<file path="src/rtl/circle_chase_ctrl.sv">
// Circle-chaser sequencer: moves one lit circle around the upper/lower rows of a
// chain of seven-segment digits, with run/hold/single-step control and a lap pulse.
//
// state | meaning
// IDLE  | animation off, all digits dark, pos parked at 0
// RUN   | prescaler free-running, pos advances once every TICK_DIV clocks
// HOLD  | frozen at current pos, single steps accepted
module circle_chase_ctrl #(
   parameter int NUM_DIGITS = 4,
   parameter int TICK_DIV   = 25_000_000,
   localparam int PW        = (2*NUM_DIGITS > 1) ? $clog2(2*NUM_DIGITS) : 1
) (
   input  logic                  clk,
   input  logic                  rst_n,
   input  logic                  start,
   input  logic                  stop,
   input  logic                  step,
   input  logic                  dir,
   output logic [NUM_DIGITS-1:0] digit_en,
   output logic [NUM_DIGITS-1:0] digit_row,
   output logic [PW-1:0]         pos,
   output logic                  wrap,
   output logic                  busy
);

   localparam int            CW   = $clog2(TICK_DIV);
   localparam logic [CW-1:0] TC   = CW'(TICK_DIV - 1);
   localparam logic [PW-1:0] LAST = PW'(2*NUM_DIGITS - 1);

   typedef enum logic [1:0] {
      IDLE = 2'd0,
      RUN  = 2'd1,
      HOLD = 2'd2
   } state_t;

   state_t          state_q, state_d;
   logic [PW-1:0]   pos_q, pos_d;
   logic [CW-1:0]   presc_q, presc_d;
   logic            wrap_q, wrap_d;
   logic            adv;

   always_ff @(posedge clk or negedge rst_n) begin
      if (!rst_n) begin
         state_q <= IDLE;
         pos_q   <= '0;
         presc_q <= '0;
         wrap_q  <= 1'b0;
      end else begin
         state_q <= state_d;
         pos_q   <= pos_d;
         presc_q <= presc_d;
         wrap_q  <= wrap_d;
      end
   end

   // stop outranks start, start outranks step; prescaler only counts in RUN
   always_comb begin
      state_d = state_q;
      pos_d   = pos_q;
      presc_d = '0;
      wrap_d  = 1'b0;
      adv     = 1'b0;
      case (state_q)
         IDLE: begin
            if (!stop && start) begin
               state_d = RUN;
               pos_d   = '0;
            end
         end
         RUN: begin
            if (stop) begin
               state_d = HOLD;
            end else if (presc_q == TC) begin
               adv = 1'b1;
            end else begin
               presc_d = presc_q + CW'(1);
            end
         end
         HOLD: begin
            if (stop) begin
               state_d = IDLE;
               pos_d   = '0;
            end else if (start) begin
               state_d = RUN;
            end else if (step) begin
               adv = 1'b1;
            end
         end
         default: state_d = IDLE;
      endcase

      if (adv) begin
         if (dir) begin
            pos_d  = (pos_q == '0) ? LAST : pos_q - PW'(1);
            wrap_d = (pos_q == '0);
         end else begin
            pos_d  = (pos_q == LAST) ? '0 : pos_q + PW'(1);
            wrap_d = (pos_q == LAST);
         end
      end
   end

   // Upper row runs left-to-right on pos 0..N-1, lower row folds back on N..2N-1
   always_comb begin
      digit_en  = '0;
      digit_row = '0;
      if (state_q != IDLE) begin
         for (int i = 0; i < NUM_DIGITS; i++) begin
            if (pos_q == PW'(i)) begin
               digit_en[i]  = 1'b1;
               digit_row[i] = 1'b1;
            end
            if (pos_q == PW'(2*NUM_DIGITS - 1 - i)) begin
               digit_en[i] = 1'b1;
            end
         end
      end
   end

   assign pos  = pos_q;
   assign wrap = wrap_q;
   assign busy = (state_q != IDLE);

endmodule
</file>
<file path="config.mk">
export PLATFORM = sky130hd
export DESIGN_NAME = circle_chase_ctrl
export DESIGN_NICKNAME = d
export VERILOG_FILES = /design/src/rtl/circle_chase_ctrl.sv
export SDC_FILE = /design/constraint.sdc
export NUM_CORES = 1
export LEC_CHECK = 0
export ABC_AREA = 0
export BUFFER_PORTS_ARGS = -buffer_cell sky130_fd_sc_hd__buf_2
export CORE_UTILIZATION = 35
export CTS_CLUSTER_DIAMETER = 120
export DETAILED_ROUTE_END_ITERATION = 12
export HOLD_SLACK_MARGIN = 0.03
export PLACE_DENSITY_LB_ADDON = 0.05
export SLEW_MARGIN = 10
export SYNTH_ARGS = -nofsm -noshare
export SYNTH_HDL_FRONTEND = slang
export SYNTH_SLANG_ARGS = --single-unit
export TNS_END_PERCENT = 5
</file>
<file path="constraint.sdc">
create_clock -name clk -period 2.9 [get_ports clk]
set_clock_uncertainty 0.2 [all_clocks]
set_input_delay 0.58 -clock clk [delete_from_list [all_inputs] [get_ports clk]]
set_output_delay 0.58 -clock clk [all_outputs]
set_load 0.01 [all_outputs]
</file>
==> impl_metrics.ini <==
[critical_path]
rrSetupSlack_ps = 530
crit_buf_inv = 3
cp.arrival_ps = 1610
critPathKind = reg -> out
worstPathCellList = inv_1 -> ha_1 -> inv_1 -> and3_1 -> buf_2
critPathRequiredTime_ps = 2120
crit_top_cell = inv_1
crit_family = flip-flops
crit_path_end_kind = output pin
critPathMaxFanout = 10
cpPeakStageDelay_ps = 410
slowest_stage = dfrtp_1
cp-start-kind = flip-flop

[global_routing]
antenna_found_initial = 0
track_usage_pct = 14.60
grt_pass1_vias = 1359
grt_max_degree = 32
grt_overflow = 0
grt_pass1_wl_mm = 6.037

[routing]
viasPerCell = 4.880
dr.pass1.iters = 4
remaining_drc_errors = 0
drtIter0Drc = 48
ant_nets = 0
wirelength_mm = 3.745
routedWlPerCell_um = 12.83
vias = 1425

[clocking]
cts_tree = done
cts-root-buf = clkbuf_8
ctsLongestPathBuffers = 2
cts_inserted_buffers = 5
cts-htree-levels = 2
path_clk_slew_ps = 60
cts.sink_count = 31
hold_buffers = 0
cts_setup_buffers = 0
clock_latency_ps = 280
postCtsResizedCells = 0

[power]
internal_power_uw = 769.9
seq_power_share_pct = 41.1
combPwrFrac_pct = 31.7
power_switching_uw = 413.9
power.density_nw_per_um2 = 564.5
switching_share_pct = 34.96
leakage_uw = 0.0009061
p_clk_share_pct = 27.2
vdd_drop_max_uv = 253.5

[logic_synthesis]
ys_types = 33
syn_avg_cell_area_um2 = 9.340
synth_seq_cells = 31
synth_top_area_share_pct = 41.53
ys_async_sr_fraction_pct = 100.0
ys_seq_area_share_pct = 41.53
synth.top_cells.by_count = nor2_1, dfrtp_1, nand2_1
synth_edf_count = 0
synthesis.area_um2 = 1868
synth_area_leaders = dfrtp_1, ha_1, nor2_1, xnor2_1, xor2_1
yosysMostFrequentCell = nor2_1
yosysWarnings = 0
syn_inst = 200
synth_top_area_cell = dfrtp_1
synth_flop_cell = dfrtp_1
synth_fp_nets = 218

[placement]
globalplace.congestion = 0.8174
place_area_um2 = 2016
detailedPlace.worstSlack_ps = 506.9
hpwlAfterDp_mm = 2.733
portBuffers = 18
dp.cells = 284

[die]
die_w_um = 75.06
die_area_um2 = 5633
die_h_um = 75.06
initial_core_util_pct = 36.58
io_pins = 19
core_area_um2 = 5107
rows = 26

[sta]
slew_headroom_pct = 48.45
hold_viol_final = 0
setup_viol = 0
hold_ws_ps = 146.6
fmax_ghz = 0.4192
fin_ws_ps = 514.4
period_minus_slack_ps = 2386
rsz0062_at_grt = no
finalMaxSlewViolations = 0
setup_tns_ps = 0
period_share_pct = 82.26
tightest_slew_ps = 766.2

[cells_and_area]
fin_cells = 292
fin_area_um2 = 2097
n_antenna_cell = 0
nets = 239
syn2layout_area_growth_pct = 12.26
drive_above_1_share_pct = 16.67
fill_cells = 544

[status]
status = finished clean

[flow_run]
drv_cap = 0

[worst_hold_path]
hold_path.class = in -> async
## layer usage
metal	vias up	wire length, µm	global-route usage (%)
li1	714	-	-
met1	675	1719	18.02
met2	31	1833	24.12
met3	5	133	3.748
met4	0	59	6.289
met5	-	0	0
## power groups by stage
| stage | clock network [µW] | logic, µW | registers (µW) |
|---|---|---|---|
| final | 322 | 375 | 487 |
| after global routing | 355 | 419 | 491 |
| after CTS | 337 | 382 | 487 |
| after detailed placement | 0 | 379 | 495 |
| after global placement | 0 | 366 | 493 |
| after floorplan | 0 | 284 | 489 |
## registers in the layout, summed over array words and instances (netlist names)
signal   flops
presc_q     25
wrap         1
state_q      2
pos          3
## layout by cell type (no fill, tap or decap)
cell type and instances:
and3_1 2, a21oi_1 10, buf_2 18, xor2_1 9, clkinv_2 1, mux2_2 2, ha_1 12, and3b_1 2
nor3_1 4, dfrtp_1 31, nand4_1 4, clkbuf_1 2, nand4_2 1, nand2_1 16, xnor2_1 14, o21ai_0 2
nor2_2 3, o2bb2ai_1 3, or2_2 1, nor2b_1 1, inv_1 11, nand2b_1 1, nor4b_1 1, clkbuf_8 5
nor4_1 2, nor4_4 1, mux2i_1 3, and4_1 4, nor2_1 38, nor3_2 3, nand3_1 11, o211a_1 1
or4_4 1, nand3b_2 1, a211oi_1 1
## final timing paths
path	depth (start not counted)	from	to
setup / recovery	5	state_q[0]$_DFFE_PN0P_	digit_row[1]
hold / removal	1	rst_n	presc_q[5]$_DFF_PN0_
setup reg to reg	6	presc_q[0]$_DFF_PN0_	presc_q[12]$_DFF_PN0_
hold reg to reg	1	presc_q[0]$_DFF_PN0_	presc_q[0]$_DFF_PN0_
max in group asynchronous	1	rst_n	presc_q[14]$_DFF_PN0_
min in group clk	1	presc_q[0]$_DFF_PN0_	presc_q[0]$_DFF_PN0_
## through the flow
stage / utilization, % / total power [µW]
after floorplan: - / 773.0
after global placement: 39.47 / 858.7
after detailed placement: 39.47 / 874.3
after CTS: 41.06 / 1206
after global routing: 41.06 / 1265
final: 41.06 / 1184
## final cells by class
cell class	instances	area [µm²]	area share (%)
clock buffers	7	76.32	3.640
clock inverters	1	5.005	0.2387
inverters	11	41.29	1.969
multi-input cells	154	1021	48.69
flip-flops and latches	31	775.7	36.99
well taps	70	87.58	4.177
repair buffers	18	90.09	4.296
## logic make-up after synthesis
kind of cell / Yosys count / synth area share, %
adders and majority gates: 12 / 8.037
AOI/OAI and AO/OA: 17 / 5.560
xor gates and xnor gates: 23 / 10.78
muxes: 5 / 2.813
and+or+nand+nor: 97 / 27.46
buffers and inverters: 15 / 3.818
DFF: 31 / 41.53
(Power assumes the default switching activity.)
